File: config.mk
export PLATFORM = sky130hd
export DESIGN_NAME = axi_lite_sub_flat
export DESIGN_NICKNAME = d
export VERILOG_FILES = /design/src/rtl/axi_lite_sub_if.sv /design/src/rtl/axi_lite_sub.sv /design/src/flat_wrapper.sv
export SDC_FILE = /design/constraint.sdc
export NUM_CORES = 1
export LEC_CHECK = 0
export ABC_AREA = 1
export CORE_MARGIN = 8
export CORE_UTILIZATION = 45
export CTS_BUF_LIST = sky130_fd_sc_hd__clkbuf_4 sky130_fd_sc_hd__clkbuf_8
export DETAILED_ROUTE_END_ITERATION = 6
export SYNTH_ARGS = -nofsm -noshare
export SYNTH_HDL_FRONTEND = slang
export SYNTH_SLANG_ARGS = --single-unit
export TNS_END_PERCENT = 50
File: constraint.sdc
create_clock -name clk -period 8.13 [get_ports clk]
set_clock_uncertainty 0.15 [all_clocks]
set_input_delay 1.626 -clock clk [delete_from_list [all_inputs] [get_ports clk]]
set_output_delay 1.626 -clock clk [all_outputs]
set_load 0.005 [all_outputs]
File: src/rtl/axi_lite_sub_if.sv
// AXI4-Lite bus bundle between a manager and the axi_lite_sub register bank.
// Parameters: ADDR_WIDTH (address width), DATA_WIDTH (data width).
// Modports: master drives AW/W/AR valid+payload and B/R ready;
//           slave drives AW/W/AR ready and B/R valid+payload.
interface axi_lite_sub_if #(
  parameter int unsigned ADDR_WIDTH = 32,
  parameter int unsigned DATA_WIDTH = 32
);
  logic [ADDR_WIDTH-1:0] s_axi_awaddr;
  logic                  s_axi_awvalid;
  logic                  s_axi_awready;
  logic [DATA_WIDTH-1:0] s_axi_wdata;
  logic                  s_axi_wvalid;
  logic                  s_axi_wready;
  logic [1:0]            s_axi_bresp;
  logic                  s_axi_bvalid;
  logic                  s_axi_bready;
  logic [ADDR_WIDTH-1:0] s_axi_araddr;
  logic                  s_axi_arvalid;
  logic                  s_axi_arready;
  logic [DATA_WIDTH-1:0] s_axi_rdata;
  logic [1:0]            s_axi_rresp;
  logic                  s_axi_rvalid;
  logic                  s_axi_rready;

  modport master (
    output s_axi_awaddr, s_axi_awvalid, s_axi_wdata, s_axi_wvalid, s_axi_bready,
    output s_axi_araddr, s_axi_arvalid, s_axi_rready,
    input  s_axi_awready, s_axi_wready, s_axi_bresp, s_axi_bvalid,
    input  s_axi_arready, s_axi_rdata, s_axi_rresp, s_axi_rvalid
  );

  modport slave (
    input  s_axi_awaddr, s_axi_awvalid, s_axi_wdata, s_axi_wvalid, s_axi_bready,
    input  s_axi_araddr, s_axi_arvalid, s_axi_rready,
    output s_axi_awready, s_axi_wready, s_axi_bresp, s_axi_bvalid,
    output s_axi_arready, s_axi_rdata, s_axi_rresp, s_axi_rvalid
  );
endinterface

File: src/rtl/axi_lite_sub.sv
// AXI4-Lite subordinate: bank of NUM_REGS word-addressed 32-bit registers,
// one outstanding transaction per direction, read and write run concurrently.
// Ports: clk (rising edge), reset (synchronous, active high),
//        bus (axi_lite_sub_if.slave: AW, W, B, AR, R channels).
// Optional build macro AXI_SUB_ADDR_CHECK_EN: addresses >= NUM_REGS*4 answer
// SLVERR, writes to them are dropped and reads return 0. Without it the upper
// address bits are ignored and every address aliases onto the bank with OKAY.
// All outputs are registered.
module axi_lite_sub #(
  parameter int unsigned ADDR_WIDTH = 32,
  parameter int unsigned DATA_WIDTH = 32,
  parameter int unsigned NUM_REGS   = 16
) (
  input logic           clk,
  input logic           reset,
  axi_lite_sub_if.slave bus
);

  localparam int unsigned IDX_W     = $clog2(NUM_REGS);
  localparam int unsigned MAP_BYTES = NUM_REGS * 4;
  localparam logic [1:0]  RESP_OKAY   = 2'b00;
  localparam logic [1:0]  RESP_SLVERR = 2'b10;

  typedef enum logic { W_IDLE, W_RESP } w_state_t;
  typedef enum logic { R_IDLE, R_DATA } r_state_t;

  w_state_t w_state;
  r_state_t r_state;

  logic [DATA_WIDTH-1:0] regs [NUM_REGS];

  // Half-captured write: whichever of AW/W arrived first is parked here.
  logic                  aw_got;
  logic                  w_got;
  logic [IDX_W-1:0]      aw_idx;
  logic                  aw_err;
  logic [DATA_WIDTH-1:0] w_data;

  logic                  aw_hs;
  logic                  w_hs;
  logic                  ar_hs;
  logic                  aw_done;
  logic                  w_done;
  logic                  aw_bad;
  logic                  ar_bad;
  logic [IDX_W-1:0]      wr_idx;
  logic                  wr_err;
  logic [DATA_WIDTH-1:0] wr_data;
  logic [IDX_W-1:0]      ar_idx;

  assign aw_hs = bus.s_axi_awvalid & bus.s_axi_awready;
  assign w_hs  = bus.s_axi_wvalid & bus.s_axi_wready;
  assign ar_hs = bus.s_axi_arvalid & bus.s_axi_arready;

  assign aw_done = aw_got | aw_hs;
  assign w_done  = w_got | w_hs;

`ifdef AXI_SUB_ADDR_CHECK_EN
  assign aw_bad = (bus.s_axi_awaddr >= ADDR_WIDTH'(MAP_BYTES));
  assign ar_bad = (bus.s_axi_araddr >= ADDR_WIDTH'(MAP_BYTES));
`else
  assign aw_bad = 1'b0;
  assign ar_bad = 1'b0;
`endif

  // Commit uses the live channel if it handshakes this cycle, else the parked copy.
  assign wr_idx  = aw_hs ? bus.s_axi_awaddr[2 +: IDX_W] : aw_idx;
  assign wr_err  = aw_hs ? aw_bad : aw_err;
  assign wr_data = w_hs ? bus.s_axi_wdata : w_data;
  assign ar_idx  = bus.s_axi_araddr[2 +: IDX_W];

  // Write channel and register bank.
  always_ff @(posedge clk) begin
    if (reset) begin
      w_state           <= W_IDLE;
      bus.s_axi_awready <= 1'b0;
      bus.s_axi_wready  <= 1'b0;
      bus.s_axi_bvalid  <= 1'b0;
      bus.s_axi_bresp   <= RESP_OKAY;
      aw_got            <= 1'b0;
      w_got             <= 1'b0;
      aw_idx            <= '0;
      aw_err            <= 1'b0;
      w_data            <= '0;
      for (int i = 0; i < int'(NUM_REGS); i++) regs[i] <= '0;
    end else if (w_state == W_IDLE) begin
      if (aw_done && w_done) begin
        if (!wr_err) regs[wr_idx] <= wr_data;
        bus.s_axi_bresp   <= wr_err ? RESP_SLVERR : RESP_OKAY;
        bus.s_axi_bvalid  <= 1'b1;
        bus.s_axi_awready <= 1'b0;
        bus.s_axi_wready  <= 1'b0;
        aw_got            <= 1'b0;
        w_got             <= 1'b0;
        w_state           <= W_RESP;
      end else begin
        if (aw_hs) begin
          aw_got <= 1'b1;
          aw_idx <= bus.s_axi_awaddr[2 +: IDX_W];
          aw_err <= aw_bad;
        end
        if (w_hs) begin
          w_got  <= 1'b1;
          w_data <= bus.s_axi_wdata;
        end
        // Also raises both readies on the first cycle out of reset.
        bus.s_axi_awready <= !aw_done;
        bus.s_axi_wready  <= !w_done;
      end
    end else begin
      if (bus.s_axi_bready) begin
        bus.s_axi_bvalid  <= 1'b0;
        bus.s_axi_awready <= 1'b1;
        bus.s_axi_wready  <= 1'b1;
        w_state           <= W_IDLE;
      end
    end
  end

  // Read channel; samples regs before any same-edge write lands (old value wins).
  always_ff @(posedge clk) begin
    if (reset) begin
      r_state           <= R_IDLE;
      bus.s_axi_arready <= 1'b0;
      bus.s_axi_rvalid  <= 1'b0;
      bus.s_axi_rdata   <= '0;
      bus.s_axi_rresp   <= RESP_OKAY;
    end else if (r_state == R_IDLE) begin
      if (ar_hs) begin
        bus.s_axi_rdata   <= ar_bad ? '0 : regs[ar_idx];
        bus.s_axi_rresp   <= ar_bad ? RESP_SLVERR : RESP_OKAY;
        bus.s_axi_rvalid  <= 1'b1;
        bus.s_axi_arready <= 1'b0;
        r_state           <= R_DATA;
      end else begin
        bus.s_axi_arready <= 1'b1;
      end
    end else begin
      if (bus.s_axi_rready) begin
        bus.s_axi_rvalid  <= 1'b0;
        bus.s_axi_arready <= 1'b1;
        r_state           <= R_IDLE;
      end
    end
  end

endmodule

File: src/flat_wrapper.sv
// flat-port wrapper written by rule: the top's interface ports become plain ports
module axi_lite_sub_flat 
#(
  parameter int unsigned ADDR_WIDTH = 32,
  parameter int unsigned DATA_WIDTH = 32,
  parameter int unsigned NUM_REGS   = 16
)
  (clk, reset, bus_s_axi_awaddr, bus_s_axi_awvalid, bus_s_axi_wdata, bus_s_axi_wvalid, bus_s_axi_bready, bus_s_axi_araddr, bus_s_axi_arvalid, bus_s_axi_rready, bus_s_axi_awready, bus_s_axi_wready, bus_s_axi_bresp, bus_s_axi_bvalid, bus_s_axi_arready, bus_s_axi_rdata, bus_s_axi_rresp, bus_s_axi_rvalid);
  axi_lite_sub_if #(.ADDR_WIDTH(ADDR_WIDTH), .DATA_WIDTH(DATA_WIDTH)) bus_i ();
  input logic clk;
  input logic reset;
  input wire logic [$bits(bus_i.s_axi_awaddr)-1:0] bus_s_axi_awaddr;
  input wire logic [$bits(bus_i.s_axi_awvalid)-1:0] bus_s_axi_awvalid;
  input wire logic [$bits(bus_i.s_axi_wdata)-1:0] bus_s_axi_wdata;
  input wire logic [$bits(bus_i.s_axi_wvalid)-1:0] bus_s_axi_wvalid;
  input wire logic [$bits(bus_i.s_axi_bready)-1:0] bus_s_axi_bready;
  input wire logic [$bits(bus_i.s_axi_araddr)-1:0] bus_s_axi_araddr;
  input wire logic [$bits(bus_i.s_axi_arvalid)-1:0] bus_s_axi_arvalid;
  input wire logic [$bits(bus_i.s_axi_rready)-1:0] bus_s_axi_rready;
  output wire logic [$bits(bus_i.s_axi_awready)-1:0] bus_s_axi_awready;
  output wire logic [$bits(bus_i.s_axi_wready)-1:0] bus_s_axi_wready;
  output wire logic [$bits(bus_i.s_axi_bresp)-1:0] bus_s_axi_bresp;
  output wire logic [$bits(bus_i.s_axi_bvalid)-1:0] bus_s_axi_bvalid;
  output wire logic [$bits(bus_i.s_axi_arready)-1:0] bus_s_axi_arready;
  output wire logic [$bits(bus_i.s_axi_rdata)-1:0] bus_s_axi_rdata;
  output wire logic [$bits(bus_i.s_axi_rresp)-1:0] bus_s_axi_rresp;
  output wire logic [$bits(bus_i.s_axi_rvalid)-1:0] bus_s_axi_rvalid;
  assign bus_i.s_axi_awaddr = bus_s_axi_awaddr;
  assign bus_i.s_axi_awvalid = bus_s_axi_awvalid;
  assign bus_i.s_axi_wdata = bus_s_axi_wdata;
  assign bus_i.s_axi_wvalid = bus_s_axi_wvalid;
  assign bus_i.s_axi_bready = bus_s_axi_bready;
  assign bus_i.s_axi_araddr = bus_s_axi_araddr;
  assign bus_i.s_axi_arvalid = bus_s_axi_arvalid;
  assign bus_i.s_axi_rready = bus_s_axi_rready;
  assign bus_s_axi_awready = bus_i.s_axi_awready;
  assign bus_s_axi_wready = bus_i.s_axi_wready;
  assign bus_s_axi_bresp = bus_i.s_axi_bresp;
  assign bus_s_axi_bvalid = bus_i.s_axi_bvalid;
  assign bus_s_axi_arready = bus_i.s_axi_arready;
  assign bus_s_axi_rdata = bus_i.s_axi_rdata;
  assign bus_s_axi_rresp = bus_i.s_axi_rresp;
  assign bus_s_axi_rvalid = bus_i.s_axi_rvalid;
  axi_lite_sub #(.ADDR_WIDTH(ADDR_WIDTH), .DATA_WIDTH(DATA_WIDTH), .NUM_REGS(NUM_REGS)) u_core (.clk(clk), .reset(reset), .bus(bus_i));
endmodule
==> Word level (Yosys, flattened, before mapping) <==
Memory sizes are Yosys's and may differ from the RTL's. A register that Yosys moved wholly into a read port is not among the register bits.
Index checks and enable logic that the tools add are counted.
{ "totals": {"rom_bits": 0, "n_memories": 1, "regBits": 48, "output_inout_bits": 41, "word_cells": 77, "in_bits": 103, "latch_bits": 0, "mem_bits_rw": 512} }
{ "memory_table": {"columns": ["name", "words", "word_bits", "rd", "rd_clocked_by_memory_dff", "write_ports", "line_no", "rtl"], "rows": [
  ["u_core.regs", 16, 32, 1, 1, 16, "axi_lite_sub.sv:30", "logic [DATA_WIDTH-1:0] regs [NUM_REGS];"]
]} }
{ "op_classes": {"addsub": 0, "eq_ne": 2, "n_mul": 0, "bitwise_logic": 8, "shifts": 0, "reduce_logical": 15, "n_mux": 38, "n_lt_le_gt_ge": 0, "div": 0} }
{ "ops": {"columns": ["op", "n"], "rows": [
  ["32-bit two-way mux", 2],
  ["1-bit two-way mux", 33],
  ["32-bit OR reduction", 1],
  ["2-bit AND reduction", 7],
  ["4-bit two-way mux", 2],
  ["2-bit nonzero test", 4],
  ["2-bit inequality test, second input constant", 2],
  ["1-bit bitwise AND", 3],
  ["1-bit NOT", 3],
  ["1-bit logical NOT", 2],
  ["2-bit two-way mux", 1],
  ["1-bit OR", 2],
  ["1-bit logical AND", 1]
]} }

==> Depth between registers and ports, before layout <==
Gate-level depths: netlist of the first run.
{ "logic_depth": {"depth_word": 9, "depth_mapped": 12} }

==> Least setup slack after synthesis of the first run <==
No wires, ideal clock.
{ "synth_path": {"kind": "input to register", "start": "input bus_s_axi_awvalid", "end": "memory u_core.regs[11][0] (enable)", "setup_ps": 389, "t_arrival_ps": 3363, "cell_stages": 9, "setup_slack_ps": 4228, "path_buffers": 2, "path_cell_list": "nand2_1 -> buf_2 -> nand2_1 -> o21a_2 -> inv_2 -> nor2_4 -> nand2_2 -> buf_2 -> nand2_1"} }
{ "synth_lines": {"columns": ["item", "line_no", "rtl"], "rows": [
  ["start: declaration", "flat_wrapper.sv:13", "input wire logic [$bits(bus_i.s_axi_awvalid)-1:0] bus_s_axi_awvalid;"],
  ["end: declaration", "axi_lite_sub.sv:30", null]
]} }

==> run metrics, run 1 <==
run status finished clean; fraction of layout cells with a size suffix above 1 8.43%; Residual DRC 0; share of the synthesized netlist area taken by xor and xnor gates 0%; clock tree from TritonCTS done; vias in the first global route 20117; vertical die dimension 263 um; Worst R2R Start u_core.bus.s_axi_awready; main combinational cell family by area after synthesis simple AND/OR/NAND/NOR gates; first-pass detailed-route iteration total 5; chip width 263 um; count of input and output buffers 84; total congestion overflow after global routing 0; final net count 3187; H-tree level count 3; Crit-path slowest cell sky130_fd_sc_hd__nand2_2; finished layout cell area 30500 sq um; Critical Setup Path Class primary input to flip-flop; worst-case headroom to the max-slew limit 19.6%; data arrival time at the worst-slack endpoint 5050 ps; area used by sequential logic in the layout 17000 sq um; worst reg2reg endpoint u_core.regs[8][10]; net switching power of the design 1.83 mW; total number of placement rows 90; # resized after CTS 0; post-synthesis cell type count 26; Power Density 228 nW/um^2; clock-pin slew on the worst setup and hold paths 50 ps; relative area change from synthesis to final layout 11.2%; post-detailed-routing wire length 74400 um; Peak supply drop 0.147 mV; critical-path maximum fanout 33; post-route fraction of the period consumed by the critical path 60.5%; dominant cells by area after synthesis sky130_fd_sc_hd__edfxtp_1 (56%), sky130_fd_sc_hd__nand2_1 (12%), sky130_fd_sc_hd__nor2_1 (8.4%); transition time at the pin with the least slew margin 1210 ps; Min Hold Slack 301 ps; overall power of the completed layout 6.95 mW; total count of hold-check failures in the final report 0; combined area of the multi-input logic cells 8310 sq um; buffer count from post-CTS setup fixing 0; slack of the worst reg-to-reg path 4240 ps; antenna diode instance count 0; Seq cells post-synth 591; Synth Cell Area 27500 sq um; cell count after synthesis 3104; RSZ-0062 raised after global routing no; part of the power in registers 50.0%; number of max-cap violations 0; number of fill cells 5567; vias after detailed routing 20518; termination of the worst setup path u_core.regs[8][10]; type of element capturing the critical path flip-flop; fmax 203 MHz; post-DR wirelength/cell 18.8 um; vias per inst 5.20; Root Buffer sky130_fd_sc_hd__clkbuf_8; proportion of register bits with asynchronous set or reset after synthesis 0%; area fraction of the dominant cell type after synthesis 56.0%; area fraction in compound gates after synthesis 2.36%; max-slew violation count 0; startpoint of the worst setup timing path bus_s_axi_awvalid; Tmin final 4920 ps; proportion of synthesized chip area in sequential cells 61.7%; Iteration-0 DRC Markers 1988; post-synthesis cell type with the largest combined area sky130_fd_sc_hd__edfxtp_1; cell count after placement 3767; dominant cell by count in the synthesized netlist sky130_fd_sc_hd__nand2_1; global-route wire length before repair 114000 um; final sum of negative setup slack 0 ps; Final ANT Viol Nets 0; proportion of total power due to net switching 26.4%; Logic pwr share 11.3%; total number of yosys warnings 0; critical path's largest stage delay 1100 ps; CP Launch Type primary input; most instantiated cells after synthesis sky130_fd_sc_hd__nand2_1 (865), sky130_fd_sc_hd__nor2_1 (614), sky130_fd_sc_hd__edfxtp_1 (512); synthesized area divided by synthesized cell count 8.85 sq um; final standard cell utilization of the core 50.6%; Final Setup Violations 0; adder and majority cell fraction of the synthesized area 0%; Placement Setup Slack 2540 ps; Primary FF master, synth sky130_fd_sc_hd__edfxtp_1; Placeable Area 60400 sq um; critical path data required time 8260 ps; clk_lat worst skew 700 ps; class of the worst hold path flip-flop to flip-flop; final cell count without fillers 3949; static leakage power 13.1 nW; Die ar. 69200 sq um; Post-Synth Simple-Gate Area 27.7%; post-synthesis mux area share 0%; maximum number of pins on one net before global-route repair 142; Power Internal 5.12 mW; global-route usage over all layers 20.9%; cell chain of the critical path clkdlybuf4s50_1 > nand2_1 > nand2_1 > nand3_2 > a21oi_2 > nand2_4 > nor2_4 > nand2_2 > nand2_2; final RePlAce weighted congestion 0.811; number of CTS-inserted buffers 97; total placed instance area 28500 sq um; startpoint of the lowest-slack hold path u_core.aw_idx[1]; CTS max path bufs 3; Final WS setup 3210 ps; placed wire-length estimate 39900 um; number of top-level pins 144; sinks on the clock net 591; starting density of the core 45.5%; count of flip-flops with a built-in enable after synthesis 512; Register-to-Register Path Depth 8; number of antenna violations at the first check in global routing 1; cts hold-fix bufs 0; clock share of power 38.8%
-- worst max-delay path, delay by kind of cell --
family,cells,cell delay [ps]
AOI/OAI and AO/OA,1,210
buffers and inverters,1,460
and+or+nand+nor,7,2720
-- metal layers --
layer / global-route usage [%] / wire [um]
met1: 26.2 / 30100
met2: 36.4 / 37100
met3: 3.47 / 4770
met4: 7.38 / 2380
met5: 0 / 0
-- registers in the layout, indices dropped and copies added, names as in the netlist, 4 cells and up --
name,flops
u_core.regs,512
u_core.aw_idx,4
u_core.w_data,32
u_core.bus.s_axi_rdata,32
-- kinds of logic after synthesis --
group,count (synthesis)
DFF,591
AOI/OAI and AO/OA,87
other,1
and+or+nand+nor,1861
buffers and inverters,564
-- worst min-delay path by stage --
stage,end,cells past startpoint,slack [ps]
after floorplan,u_core.aw_idx[3],2,280
after global placement,u_core.aw_idx[1],2,290
after detailed placement,u_core.aw_idx[1],2,300
after CTS,u_core.aw_idx[1],2,310
after global routing,u_core.aw_idx[2],2,340
final,u_core.aw_idx[1],2,300
-- power groups by stage --
stage | Combinational, mW | Clock [mW] | Sequential, mW
6_report | 0.786 | 2.69 | 3.47
5_1_grt | 0.865 | 2.87 | 3.49
4_1_cts | 0.792 | 2.73 | 3.47
3_5_place_dp | 0.790 | 0 | 3.54
3_3_place_gp | 0.775 | 0 | 3.53
2_1_floorplan | 0.516 | 0 | 3.53
-- cell type report --
cell class,count,share of cell area (%)
Multi-Input combinational cell,1951,27.2
Sequential cell,591,55.5
Tap cell,782,3.21
Timing Repair Buffer,98,3.09
Clock buffer,155,6.19
Inverter,345,4.27
Clock inverter,27,0.467
-- cells in the final DEF, fill, tap and decap left out, drive strengths merged --
cell type	n
clkinv	24
clkinvlp	2
inv	345
o21a	2
clkbuf	156
edfxtp	512
clkdlybuf4s50	79
conb	3
dfxtp	79
a221oi	1
bufinv	1
nor2	622
a21oi	9
a211oi	35
nand2	883
nand3	356
o21ai	39
buf	18
o211ai	1
Power figures use the tool's default switching activity.
==> run 2: changes to the inputs <==
--- a/config.mk
+++ b/config.mk
@@ -10,6 +10,7 @@
 export CORE_UTILIZATION = 45
 export CTS_BUF_LIST = sky130_fd_sc_hd__clkbuf_4 sky130_fd_sc_hd__clkbuf_8
 export DETAILED_ROUTE_END_ITERATION = 6
+export PLACE_DENSITY = 0.65
 export SYNTH_ARGS = -nofsm -noshare
 export SYNTH_HDL_FRONTEND = slang
 export SYNTH_SLANG_ARGS = --single-unit
==> constraint.sdc (replaced) <==
create_clock -name clk -period 4.4 [get_ports clk]
set_clock_uncertainty 0.15 [all_clocks]
set_input_delay 0.88 -clock clk [delete_from_list [all_inputs] [get_ports clk]]
set_output_delay 0.88 -clock clk [all_outputs]
set_load 0.005 [all_outputs]
==> run 2 against run 1 <==
Against the previous run: core utilization rose by 0.81 points; critical path type unchanged; sequential power rose by 85%; highest routed layer unchanged; register-to-register slack got worse by 2700 ps; hold slack improved by 0.52 ps; combinational power rose by 86%; count of clock-buffer cells in the layout rose by 1; power rose by 82%.
==> run metrics, run 2 (synthesis results as in run 1) <==
run status finished clean; # resized after CTS 0; number of antenna violations at the first check in global routing 1; Critical Setup Path Class primary input to flip-flop; type of element capturing the critical path flip-flop; class of the worst hold path flip-flop to flip-flop; met2 track utilization from global routing 33.9%; cts hold-fix bufs 0; Die ar. 69200 sq um; total congestion overflow after global routing 0; fmax 317 MHz; static leakage power 13.3 nW; met1 layer usage reported by global route 23.3%; CP Launch Type primary input; buffer count from post-CTS setup fixing 0; worst-case headroom to the max-slew limit 34.3%; most common cell after layout, fill and taps aside sky130_fd_sc_hd__nand2_1; clock-pin slew on the worst setup and hold paths 60 ps; Final Setup Violations 0; number of max-cap violations 0; Root Buffer sky130_fd_sc_hd__clkbuf_8; placed wire-length estimate 42100 um; RSZ-0062 raised after global routing no; count of input and output buffers 84; final net count 3233; number of fill cells 5415; Placeable Area 60400 sq um; number of CTS-inserted buffers 98; max reg flops 512; largest registers u_core.regs (512), u_core.bus.s_axi_rdata (32), u_core.w_data (32); commonest non-fill, non-tap cells in the layout sky130_fd_sc_hd__nand2_1 (848), sky130_fd_sc_hd__nor2_1 (614), sky130_fd_sc_hd__edfxtp_1 (512), sky130_fd_sc_hd__nand3_1 (355), sky130_fd_sc_hd__inv_1 (338); layer with the highest usage after global routing met2; fraction of layout cells with a size suffix above 1 9.65%; clock tree from TritonCTS done; critical-path maximum fanout 33; overall power of the completed layout 12.7 mW; cell chain of the critical path clkdlybuf4s50_1 > nand2_1 > nand2_1 > nand3_2 > a21oi_2 > nand2_4 > nor2_8 > nand2_4 > nand2_2 > buf_12; total count of hold-check failures in the final report 0; cell count after placement 3812; M3 GR Usage 3.28%; max-slew violation count 0; Final ANT Viol Nets 0; data arrival time at the worst-slack endpoint 3380 ps; global-route usage over all layers 19.2%; Peak supply drop 0.216 mV; H-tree level count 3; clk_lat worst skew 690 ps; CTS max path bufs 3; critical path's largest stage delay 460 ps; relative area change from synthesis to final layout 12.9%; Min Hold Slack 302 ps; global-route wire length before repair 107000 um; vias in the first global route 20333; starting density of the core 45.5%; register with the highest flop count u_core.regs; sinks on the clock net 591; vertical die dimension 263 um; Power Density 409 nW/um^2; Crit-path slowest cell sky130_fd_sc_hd__clkdlybuf4s50_1; post-detailed-routing wire length 67700 um; final cell count without fillers 3995; number of top-level pins 144; critical path data required time 4620 ps; transition time at the pin with the least slew margin 984 ps; Tmin final 3160 ps; Residual DRC 0; post-route fraction of the period consumed by the critical path 71.8%; vias per inst 5.14; final sum of negative setup slack 0 ps; chip width 263 um; Iteration-0 DRC Markers 1672; first-pass detailed-route iteration total 6; maximum number of pins on one net before global-route repair 129; post-DR wirelength/cell 16.9 um; total number of placement rows 90; final RePlAce weighted congestion 0.836; vias after detailed routing 20533
==> run 2: cell count changes in the layout (fill, tap and decap cells not counted), moves of 2 or more <==
cell,change
sky130_fd_sc_hd__clkbuf_8,-7
sky130_fd_sc_hd__clkinv_2,-2
sky130_fd_sc_hd__buf_12,+17
sky130_fd_sc_hd__buf_4,+29
sky130_fd_sc_hd__clkbuf_4,+7
==> run 2: area by class of cell <==
class	count	area, sq um	area share (%)
flip-flops and latches	591	17000	54.7
multi-input cells	1951	8310	26.8
clock buffers	156	1860	5.99
repair buffers	143	1500	4.82
inverters	345	1300	4.20
well taps	782	978	3.15
clock inverters	26	115	0.371
diodes	1	2.50	0.00807
==> run 2: metal layers <==
metal  vias to the layer above  wire length (um)
met2                       620             34400
met3                       147              3570
met5                         -                 0
met1                      9859             27600
li1                       9907                 -
met4                         0              2070
==> run 2: metrics by stage <==
stage	utilization, %	instance area [sq um]	setup WS, ps
4_1_cts	51.4	31000	1290
3_5_place_dp	48.1	29000	568
5_1_grt	51.4	31000	1070
6_report	51.4	31000	1240
3_3_place_gp	48.1	29000	675
2_1_floorplan	-	27500	1240
==> run 2: final timing paths <==
| path | startpoint | end | slack, ps | cells after the start |
|---|---|---|---|---|
| setup reg to reg | u_core.bus.s_axi_awready | u_core.regs[4][29] | 1570 | 9 |
| hold reg to reg | u_core.aw_idx[1] | u_core.aw_idx[1] | 300 | 2 |
| setup / recovery | bus_s_axi_awvalid | u_core.regs[4][29] | 1240 | 10 |
| hold / removal | u_core.aw_idx[1] | u_core.aw_idx[1] | 300 | 2 |
==> run 2: power by group <==
group | switching, mW | internal (mW)
Combinational | 1.06 | 0.402
Sequential | 0.0833 | 6.33
Clock | 2.15 | 2.67
==> run 2: critical path, delay by kind of cell <==
kind	cells	cell delay, ps
compound gates	1	190
buf+inv	2	680
simple gates	7	1600
==> run 3: changes to the inputs <==
==> constraint.sdc (replaced) <==
create_clock -name clk -period 2.6 [get_ports clk]
set_clock_uncertainty 0.15 [all_clocks]
set_input_delay 0.52 -clock clk [delete_from_list [all_inputs] [get_ports clk]]
set_output_delay 0.52 -clock clk [all_outputs]
set_load 0.005 [all_outputs]
==> run 3 against run 2 <==
Against the previous run: sequential share of layout area is 2.4 points lower; register-to-register slack worse by 1200 ps; combinational power grew 110%; first-iteration DRC count increased by 34%; power increased by 75%; die area stayed put; count of clock-buffer cells in the layout decreased by 15; sequential power increased by 68%; global-route usage rose by 2.5 points; clock power rose by 72%.
==> run metrics, run 3 (synthesis results as in run 1) <==
Final Setup Violations 0; relative area change from synthesis to final layout 18.2%; critical path data required time 1930 ps; placed wire-length estimate 46500 um; number of antenna violations at the first check in global routing 3; static leakage power 14.0 nW; Die ar. 69200 sq um; most common cell after layout, fill and taps aside sky130_fd_sc_hd__nand2_1; worst-case headroom to the max-slew limit 51.7%; Final ANT Viol Nets 0; Placeable Area 60400 sq um; sum of buffers and inverters on the critical path 1; final RePlAce weighted congestion 0.850; cts hold-fix bufs 0; global-route wire length before repair 118000 um; buffer count from post-CTS setup fixing 0; clock-pin slew on the worst setup and hold paths 60 ps; chip width 263 um; slack of the worst reg-to-reg path 330 ps; total congestion overflow after global routing 0; Worst R2R Start u_core.bus.s_axi_awready; post-DR wirelength/cell 18.8 um; RSZ-0062 raised after global routing no; Crit-path slowest cell sky130_fd_sc_hd__clkdlybuf4s50_1; clk_lat worst skew 720 ps; startpoint of the worst setup timing path u_core.bus.s_axi_wready; total count of hold-check failures in the final report 0; fmax 439 MHz; number of top-level pins 144; post-route fraction of the period consumed by the critical path 87.6%; critical-path maximum fanout 4; commonest non-fill, non-tap cells in the layout sky130_fd_sc_hd__nand2_1 (848), sky130_fd_sc_hd__nor2_1 (614), sky130_fd_sc_hd__edfxtp_1 (512), sky130_fd_sc_hd__nand3_1 (355), sky130_fd_sc_hd__inv_1 (338); Residual DRC 0; final net count 3315; number of max-cap violations 0; vias per inst 5.22; Tmin final 2280 ps; Iteration-0 DRC Markers 2243; final standard cell utilization of the core 53.8%; register with the highest flop count u_core.regs; sinks on the clock net 591; Power Density 684 nW/um^2; class of the worst hold path primary input to flip-flop; total number of placement rows 90; Peak supply drop 0.407 mV; data arrival time at the worst-slack endpoint 1610 ps; vertical die dimension 263 um; overall power of the completed layout 22.2 mW; global-route usage over all layers 21.7%; vias after detailed routing 21259; max-slew violation count 0; max reg flops 512; largest registers u_core.regs (512), u_core.bus.s_axi_rdata (32), u_core.w_data (32); kind of cell with the highest combined delay on the critical path buffers and inverters; fraction of layout cells with a size suffix above 1 11.6%; # resized after CTS 0; run status finished clean; vias in the first global route 20946; startpoint of the lowest-slack hold path reset; clock tree from TritonCTS done; maximum number of pins on one net before global-route repair 84; type of element capturing the critical path primary output; Root Buffer sky130_fd_sc_hd__clkbuf_8; number of CTS-inserted buffers 100; Min Hold Slack 178 ps; CTS max path bufs 3; Critical Setup Path Class flip-flop to primary output; H-tree level count 3; transition time at the pin with the least slew margin 724 ps; post-detailed-routing wire length 76800 um; first-pass detailed-route iteration total 5; cell chain of the critical path clkdlybuf4s50_1; starting density of the core 45.5%; count of input and output buffers 84; critical path's largest stage delay 520 ps; CP Launch Type flip-flop
run 3: cell count changes in the layout (fill, tap and decap cells not counted), moves of 4 or more:
cell / change
sky130_fd_sc_hd__clkinv_1: +9
sky130_fd_sc_hd__buf_12: +66
sky130_fd_sc_hd__clkinv_2: +4
sky130_fd_sc_hd__clkbuf_4: -19
sky130_fd_sc_hd__buf_4: +14
sky130_fd_sc_hd__clkbuf_8: +5
run 3: per-stage QoR:
stage               cells  cell area (sq um)  worst slack (ps)  setup TNS, ps
global route         4076              32500               212              0
global placement     3892              30500              -204         -69260
detailed placement   3892              30500              -223         -82860
finish               4076              32500               323              0
floorplan            3106              27500              -173         -43610
CTS                  4075              32500               260              0
run 3: power by group:
part | internal (mW) | switching (mW)
Combinational | 1.11 | 1.96
Clock | 4.48 | 3.82
Sequential | 10.7 | 0.142
Total | 16.3 | 5.92
run 3: per-layer routing:
metal  routed length [um]  part of all wire [%]  global-route usage, %
met4                 2520                   3.3                   8.58
met2                37600                    49                   37.6
met1                30800                    40                   26.9
met5                   27                 0.035                      0
met3                 5860                   7.6                   3.63
run 3: worst paths after layout:
path | depth (start not counted) | end
setup / recovery | 1 | bus_s_axi_wready
hold / removal | 3 | u_core.w_state
setup reg to reg | 9 | u_core.regs[15][19]
hold reg to reg | 2 | u_core.aw_idx[3]
run 3: final cells by class:
type / instances / area [sq um]
tap: 782 / 978
multi-input combinational: 1951 / 8310
sequential: 591 / 17000
antenna: 1 / 2.50
timing repair buffer: 223 / 2920
clock buffer: 141 / 1770
clock inverter: 42 / 223
fill: 5332 / 27900
inverter: 345 / 1300
